[src/rtl/led_pkg.sv]
// Shared constants for the four-digit LED driver.
// Hex-to-segment table, anode select patterns, output bundle.
package led_pkg;

  typedef logic [3:0] hex_t;
  typedef logic [6:0] seg_t;
  typedef logic [3:0] an_t;

  // an = {an3, an2, an1, an0}, seg = {a..g}; all active-low
  typedef struct packed {
    an_t  an;
    seg_t seg;
    logic dp;
  } led_out_t;

  localparam an_t  AN_OFF  = 4'b1111;
  localparam seg_t SEG_OFF = 7'b1111111;

  // Indexed by phase: digit 3 is scanned first
  localparam an_t AN_SEL [4] = '{
    4'b0111,
    4'b1011,
    4'b1101,
    4'b1110
  };

  localparam seg_t SEG_LUT [16] = '{
    7'b0000001,
    7'b1001111,
    7'b0010010,
    7'b0000110,
    7'b1001100,
    7'b0100100,
    7'b0100000,
    7'b0001111,
    7'b0000000,
    7'b0000100,
    7'b0001000,
    7'b1100000,
    7'b0110001,
    7'b1000010,
    7'b0110000,
    7'b0111000
  };

  localparam led_out_t OUT_RST = '{
    an:  AN_OFF,
    seg: SEG_OFF,
    dp:  1'b1
  };

  function automatic seg_t hex2seg(
    input hex_t v
  );
    return SEG_LUT[v];
  endfunction

endpackage

[src/rtl/led_decoder.sv]
// Combinational hex-to-7-segment decoder.
// Ports: hex (4-bit value in), seg (abcdefg, active-low out).
module led_decoder
  import led_pkg::*;
(
  input  logic [3:0] hex,
  output logic [6:0] seg
);

  always_comb begin
    seg = SEG_OFF;
    seg = hex2seg(hex);
  end

endmodule

[src/rtl/four_digit_led_driver.sv]
// Multiplexed 4-digit 7-segment driver with anode dead-time.
// Ports: clk, reset (sync, active-low), an3..an0, a..g, dp.
module four_digit_led_driver
  import led_pkg::*;
#(
  parameter int unsigned DIV_WIDTH = 4,
  parameter logic [3:0]  DIGIT3    = 4'h0,
  parameter logic [3:0]  DIGIT2    = 4'h1,
  parameter logic [3:0]  DIGIT1    = 4'h2,
  parameter logic [3:0]  DIGIT0    = 4'h3
) (
  input  logic clk,
  input  logic reset,
  output logic an3,
  output logic an2,
  output logic an1,
  output logic an0,
  output logic a,
  output logic b,
  output logic c,
  output logic d,
  output logic e,
  output logic f,
  output logic g,
  output logic dp
);

  localparam int unsigned SW = DIV_WIDTH - 2;

  logic [DIV_WIDTH-1:0] cnt;
  logic [1:0]           phase;
  logic [SW-1:0]        sub;
  logic                 sub_first;
  logic                 dead;
  hex_t                 sel_hex;
  seg_t                 sel_seg;
  led_out_t             out_d;
  led_out_t             out_q;

  assign phase     = cnt[DIV_WIDTH-1 -: 2];
  assign sub       = cnt[SW-1:0];
  assign sub_first = (sub == '0);
  // First and last slot of each phase keep all
  // anodes dark so digit changes never ghost.
  assign dead      = sub_first || (&sub);

  always_comb begin
    sel_hex = DIGIT3;
    unique case (1'b1)
      (phase == 2'd0): sel_hex = DIGIT3;
      (phase == 2'd1): sel_hex = DIGIT2;
      (phase == 2'd2): sel_hex = DIGIT1;
      (phase == 2'd3): sel_hex = DIGIT0;
    endcase
  end

  led_decoder u_dec (
    .hex (sel_hex),
    .seg (sel_seg)
  );

  // Segments latch at the phase start and hold,
  // so they settle before the anode opens.
  always_comb begin
    out_d    = out_q;
    out_d.dp = 1'b1;
    out_d.an = dead ? AN_OFF : AN_SEL[phase];
    if (sub_first) begin
      out_d.seg = sel_seg;
    end
  end

  always_ff @(posedge clk) begin
    if (!reset) begin
      cnt   <= '0;
      out_q <= OUT_RST;
    end else begin
      cnt   <= cnt + 1'b1;
      out_q <= out_d;
    end
  end

  assign {an3, an2, an1, an0}   = out_q.an;
  assign {a, b, c, d, e, f, g}  = out_q.seg;
  assign dp                     = out_q.dp;

endmodule

[config.mk]
export PLATFORM = sky130hd
export DESIGN_NAME = four_digit_led_driver
export DESIGN_NICKNAME = d
export VERILOG_FILES = /design/src/rtl/led_pkg.sv /design/src/rtl/led_decoder.sv /design/src/rtl/four_digit_led_driver.sv
export SDC_FILE = /design/constraint.sdc
export NUM_CORES = 1
export LEC_CHECK = 0
export ABC_AREA = 1
export BUFFER_PORTS_ARGS = -buffer_cell sky130_fd_sc_hd__buf_2
export CAP_MARGIN = 15
export CORE_AREA = 2 2 39 41
export CTS_BUF_LIST = sky130_fd_sc_hd__clkbuf_8
export CTS_CLUSTER_DIAMETER = 100
export DETAILED_ROUTE_END_ITERATION = 8
export DIE_AREA = 0 0 41 43
export MAX_ROUTING_LAYER = met4
export SLEW_MARGIN = 20
export SYNTH_ARGS = -nofsm -noshare
export SYNTH_HDL_FRONTEND = slang
export SYNTH_SLANG_ARGS = --single-unit
[constraint.sdc]
create_clock -name clk -period 1.1 [get_ports clk]
set_clock_uncertainty 0.1 [all_clocks]
set_input_delay 0.22 -clock clk [delete_from_list [all_inputs] [get_ports clk]]
set_output_delay 0.22 -clock clk [all_outputs]
set_load 0.01 [all_outputs]
; ---- Yosys cells after proc, flatten, opt, wreduce, memory -nomap -nowiden
; Memory sizes are Yosys's and may differ from the RTL's. A register that Yosys moved wholly into a read port is not among the register bits.
; Index checks and enable logic that the tools add are counted.
[word_totals]
out_inout_bits = 12
inputBits = 2
memories = 1
mem_bits_ro = 112
regBits = 9
[op_classes]
n_addsub = 1
n_mux = 4
reduce_logical = 6
magnitude_cmp = 1
eq_ne = 3
bitwise = 3
[mem_list]
columns = name, depth, width, read_ports, rd_ports_with_merged_regs, wr, line_no
row1 = (no name shown), 16, 7, 1, 1, 0, led_pkg.sv:55  ; return SEG_LUT[v];
[op_table]
columns = op, count
row1 = $pmux 4 s4, 1
row2 = $bmux 4 s2, 1
row3 = $mux 4, 2
row4 = $not 4->5, 1
row5 = $add 4x1->4 const B, 1
row6 = $eq 2x2->1 const B, 2
row7 = $logic_not 2->1, 2
row8 = $ge 3x3->1 const B, 1
row9 = $not 2->3, 1
row10 = $eq 2x1->1 const B, 1
row11 = $reduce_and 2->1, 1
row12 = $reduce_or 2->1, 1
row13 = $logic_not 1->1, 1
row14 = $logic_or 1x1->1, 1
row15 = $not 1->1, 1

; ---- Longest topological paths before layout
[logic_depth]
depth_word = 4
ltp_mapped = 5

; ---- Hierarchy
; From an unflattened synthesis, not the netlist that was laid out.
[hier_totals]
hier_cells = 114
hier_area_um2 = 813.3
[by_module_without_submodules]
columns = module, instances, seq_area_each_um2, area_per_inst_um2, cells_each
row1 = four_digit_led_driver, 1, 300.3, 539.3, 65
row2 = led_decoder, 1, 0.0, 274.0, 49

; ---- Worst setup path before layout
; Ideal clock, no wire load.
[synth_timing]
kind = register -> register
from = reg cnt[0]
to = reg out_q, in the netlist an0
n_path_buf = 0
arrival_time_ns = 0.838
stages_incl_launch_ff = 6
required_ns = 0.876
path_slack_ns = 0.038
period_less_slack_ns = 1.062
setup_ns = 0.124
path_cell_list = dfxtp_1 inv_1 ha_1 nand2_1 inv_2 nand3_1
[synth_via]
elab_chain_len = 3
elab_cells_between_ends = 4
cone_classes = reduce/logical: 4
[synth_lines]
columns = item, line_no
row1 = from (decl), four_digit_led_driver.sv:30  ; logic [DIV_WIDTH-1:0] cnt;
row2 = from (signal assigned), four_digit_led_driver.sv:78  ; cnt <= cnt + 1'b1;
row3 = $logic_not 2->1 / $reduce_and 2->1 (equally long branches), "four_digit_led_driver.sv:42, four_digit_led_driver.sv:45"
row4 = $logic_or 1x1->1 *, four_digit_led_driver.sv:45  ; assign dead = sub_first || (&sub);
row5 = $reduce_or 2->1 (no source line) *, n/a
row6 = to (signal assigned), four_digit_led_driver.sv:79  ; out_q <= out_d;
row7 = to (decl), four_digit_led_driver.sv:38  ; led_out_t out_q;
; Every way passes the cells marked *; elsewhere a longest branch is shown, timed or not.
; A chain may end at the register's enable or synchronous reset.

; ---- Worst setup path after layout
[layout_timing]
from = reg cnt[1]
to = reg out_q, in the netlist an2
; The elaborated chain is that of the path after synthesis.

==> impl_metrics.prom <==
# TYPE chip_impl_metric gauge
chip_impl_info{name="run_status",value="complete, no violations"} 1
chip_impl_metric{name="p_switching",unit="W"} 0.000293
chip_impl_metric{name="post_cts_sizing_count",unit=""} 0
chip_impl_metric{name="ant_nets",unit=""} 0
chip_impl_metric{name="netlist-cell-type-count",unit=""} 15
chip_impl_metric{name="synth_warnings",unit=""} 0
chip_impl_metric{name="p_leak",unit="nW"} 0.284
chip_impl_metric{name="cts_setup_buffers",unit=""} 0
chip_impl_metric{name="share_of_flip_flops_with_an_asynchronous_set_or_reset_after_synthesis",unit=""} 0
chip_impl_metric{name="grt_overflow",unit=""} 0
chip_impl_metric{name="ff2ff_setup_slack",unit="ps"} 50
chip_impl_metric{name="setup_viol",unit=""} 0
chip_impl_metric{name="grt_pass1_wl",unit="mm"} 1.35
chip_impl_metric{name="power.density_cell_area",unit="nW/um^2"} 1870
chip_impl_metric{name="drc",unit=""} 0
chip_impl_metric{name="maxCapViolations",unit=""} 0
chip_impl_info{name="r2r-start",value="cnt[1]$_SDFF_PN0_"} 1
chip_impl_metric{name="mappedNetlistNets",unit=""} 59
chip_impl_metric{name="drt-total-wl",unit="microns"} 877
chip_impl_metric{name="clkPwrFrac",unit=""} 0.405
chip_impl_info{name="rsz0062_at_grt",value="false"} 1
chip_impl_info{name="clock_tree_from_tritoncts",value="done"} 1
chip_impl_metric{name="met3RoutedLength",unit="microns"} 53
chip_impl_info{name="critical_path.cell_chain",value="inv_2 > ha_4 > nand2_2 > inv_4 > nand3_2"} 1
chip_impl_info{name="timing.setup.critical_path_class",value="reg -> reg"} 1
chip_impl_metric{name="timing.critical_path.fanout_max",unit=""} 5
chip_impl_metric{name="io_buffer_count",unit=""} 12
chip_impl_info{name="whs_endpoint",value="b$_SDFFE_PN1N_"} 1
chip_impl_metric{name="mapped_avg_cell_area",unit="sq um"} 8.99
chip_impl_info{name="cp-start-kind",value="register"} 1
chip_impl_metric{name="n_antenna_cell",unit=""} 0
chip_impl_metric{name="post_synth_xor_area_fraction",unit=""} 0.0177
chip_impl_info{name="cts.root.buffer_cell",value="sky130_fd_sc_hd__clkbuf_8"} 1
chip_impl_metric{name="drive_gt1_frac",unit=""} 0.471
chip_impl_metric{name="internal_power",unit="W"} 0.000933
chip_impl_info{name="max_flop_register",value="cnt"} 1
chip_impl_metric{name="fin_nets",unit=""} 75
chip_impl_metric{name="drt_first_pass_iters",unit=""} 2
chip_impl_metric{name="cts.hold.buffers_added",unit=""} 0
chip_impl_info{name="holdCritPathClass",value="in -> reg"} 1
chip_impl_metric{name="proportion_of_power_drawn_by_combinational_gates",unit=""} 0.129
chip_impl_metric{name="insertion_delay",unit="ps"} 240
chip_impl_metric{name="worstRegToRegCells",unit=""} 5
chip_impl_metric{name="max-vdd-ir-drop",unit="mV"} 0.740
chip_impl_metric{name="largest_register_ff_count",unit=""} 4
chip_impl_metric{name="number_of_sinks_driven_by_the_clock_tree",unit=""} 14
chip_impl_info{name="end_kind",value="register"} 1
chip_impl_metric{name="boundaryPins",unit=""} 14
chip_impl_metric{name="dpl.hpwl",unit="microns"} 569
chip_impl_metric{name="die_area",unit="sq um"} 1760
chip_impl_info{name="postSynth.topFlopCell",value="sky130_fd_sc_hd__dfxtp_1"} 1
chip_impl_metric{name="largest_net_degree_at_the_start_of_global_routing",unit=""} 9
chip_impl_metric{name="post_drt_via_cell_ratio",unit=""} 4.45
chip_impl_metric{name="fp.coreArea",unit="sq um"} 1380
chip_impl_metric{name="cts_buffer_depth",unit=""} 2
chip_impl_metric{name="muxShareOfSynthArea",unit=""} 0
chip_impl_metric{name="netlist_instances",unit=""} 55
chip_impl_metric{name="finalCriticalPeriod",unit="ps"} 1050
chip_impl_metric{name="area.growth.synth_to_final",unit="%"} 32.7
chip_impl_metric{name="total_clock_buffers_created_by_cts",unit=""} 3
chip_impl_metric{name="power.sequential.fraction",unit=""} 0.466
chip_impl_metric{name="wire_per_inst",unit="microns"} 10.2
chip_impl_metric{name="worst_path_largest_cell_delay",unit="ps"} 340
chip_impl_info{name="worstSetupStartpoint",value="cnt[1]$_SDFF_PN0_"} 1
chip_impl_info{name="beginning_of_the_worst_hold_path",value="reset"} 1
chip_impl_metric{name="fp.dieH",unit="microns"} 43
chip_impl_metric{name="first_iter_violations",unit=""} 5
chip_impl_metric{name="post_synth_instance_area",unit="sq um"} 494
chip_impl_metric{name="route.vias.total",unit=""} 383
chip_impl_metric{name="final.setup.worst_slack",unit="ps"} 54.6
chip_impl_metric{name="grt_antenna_before_repair",unit=""} 0
chip_impl_metric{name="wl_met2",unit="microns"} 429
chip_impl_metric{name="data_required_time_at_the_worst_endpoint",unit="ps"} 1120
chip_impl_metric{name="synth-seq-area-share",unit=""} 0.567
chip_impl_metric{name="pre_cts_slack",unit="ps"} 42.8
chip_impl_metric{name="fmax",unit="GHz"} 0.957
chip_impl_metric{name="cts-htree-levels",unit=""} 1
chip_impl_metric{name="die_x",unit="microns"} 41
chip_impl_metric{name="final-max-slew-violation-count",unit=""} 0
chip_impl_metric{name="gp_routability_congestion",unit=""} 0.749
chip_impl_metric{name="yosys_register_bits",unit=""} 14
chip_impl_metric{name="final_clock_period_utilization_by_the_worst_path",unit=""} 0.950
chip_impl_info{name="slowest_stage",value="sky130_fd_sc_hd__dfxtp_2"} 1
chip_impl_metric{name="first_global_vias",unit=""} 329
chip_impl_metric{name="worst_setup_hold_path_clk_slew",unit="ps"} 60
chip_impl_metric{name="floorplan.initialDensity",unit=""} 0.357
chip_impl_metric{name="post_synth_and_or_nand_nor_area_fraction",unit=""} 0.205
chip_impl_info{name="routed.top_layer",value="met4"} 1
chip_impl_metric{name="synth_enable_flop_cells",unit=""} 0
chip_impl_metric{name="switching_share",unit=""} 0.239
chip_impl_metric{name="finalSetupTns",unit="ps"} 0
chip_impl_metric{name="finalHoldViolCount",unit=""} 0
chip_impl_metric{name="worstPathArrival",unit="ps"} 1060
chip_impl_info{name="synth_top_family_by_area",value="simple AND/OR/NAND/NOR gates"} 1
chip_impl_metric{name="synth_fa_ha_area_frac",unit=""} 0.0506
chip_impl_metric{name="core_occupancy_in_the_finished_layout",unit=""} 0.474
chip_impl_metric{name="synth_compound_area_frac",unit=""} 0.0608
chip_impl_metric{name="route.layer.met1.wl",unit="microns"} 377
chip_impl_metric{name="floorplan.rows",unit=""} 14
chip_impl_info{name="critical_path.reg2reg.endpoint",value="an2$_SDFF_PP1_"} 1
chip_impl_metric{name="track_usage",unit=""} 0.122
chip_impl_metric{name="instance_count_along_the_most_critical_hold_path",unit=""} 2
power by group through the flow:
stage / Combinational [W] / Sequential [W] / Clock (W)
after CTS: 0.000142 / 0.000567 / 0.000505
after global routing: 0.000179 / 0.000578 / 0.000540
after floorplan: 0.0000809 / 0.000591 / 0
after detailed placement: 0.000141 / 0.000578 / 0
final: 0.000158 / 0.000571 / 0.000496
after global placement: 0.000139 / 0.000577 / 0
per-layer routing:
layer	vias to the layer above	global-route usage
li1	199	-
met1	170	0.138
met2	12	0.163
met3	2	0.0471
met4	0	0.100
met5	-	-
cell usage after synthesis (2+ instances only):
cell	n	share of area
sky130_fd_sc_hd__dfxtp_1	14	0.57
sky130_fd_sc_hd__nand2_1	11	0.084
sky130_fd_sc_hd__inv_2	4	0.030
sky130_fd_sc_hd__nand3_1	4	0.041
sky130_fd_sc_hd__a21oi_1	3	0.030
sky130_fd_sc_hd__buf_4	3	0.046
sky130_fd_sc_hd__nor2_1	3	0.023
sky130_fd_sc_hd__o21ai_1	3	0.030
sky130_fd_sc_hd__ha_1	2	0.051
sky130_fd_sc_hd__inv_1	2	0.015
sky130_fd_sc_hd__nor2_2	2	0.025
how the worst max path moves through the flow:
| stage | cells past startpoint | endpoint | slack, ps |
|---|---|---|---|
| after floorplan | 5 | an0$_SDFF_PP1_ | 40 |
| after global placement | 5 | an0$_SDFF_PP1_ | 40 |
| after detailed placement | 5 | an2$_SDFF_PP1_ | 40 |
| after CTS | 5 | an2$_SDFF_PP1_ | 10 |
| after global routing | 5 | an2$_SDFF_PP1_ | 2 |
| final | 5 | an2$_SDFF_PP1_ | 50 |
critical path: cells and delay by family (launching register included):
family	cells	cell delay [ps]
buf+inv	2	130
flops	1	340
fa+ha+maj	1	250
simple gates	2	110
cell families after synthesis:
| family | after synthesis |
|---|---|
| compound gates | 6 |
| xor+xnor | 1 |
| fa+ha+maj | 2 |
| buf+inv | 9 |
| flops | 14 |
| other cells | 1 |
| simple gates | 22 |
cell type report:
type	count	area (sq um)
fill	146	728
sequential	14	283
multi-input combinational	32	198
timing repair buffer	14	75.1
clock buffer	4	55.1
inverter	6	25.0
tap	16	20.0
cell usage in the layout (no fill, tap or decap), drive strengths merged:
master,count
nor2,5
dfxtp,14
o21ai,3
nand2,11
buf,14
conb,1
xnor2,1
nand4,1
clkbuf,4
inv,6
ha,2
a21oi,3
nand3,5
through the flow:
stage | hold slack [ps] | area [sq um] | total power, W | cells
6_report | 107 | 656 | 0.00123 | 86
5_1_grt | 103 | 656 | 0.00130 | 86
4_1_cts | 101 | 622 | 0.00121 | 86
3_5_place_dp | 329 | 567 | 0.000719 | 82
3_3_place_gp | 324 | 567 | 0.000716 | 82
2_1_floorplan | 189 | 494 | 0.000672 | 55
No activity file was read; power rests on OpenSTA's default activity.
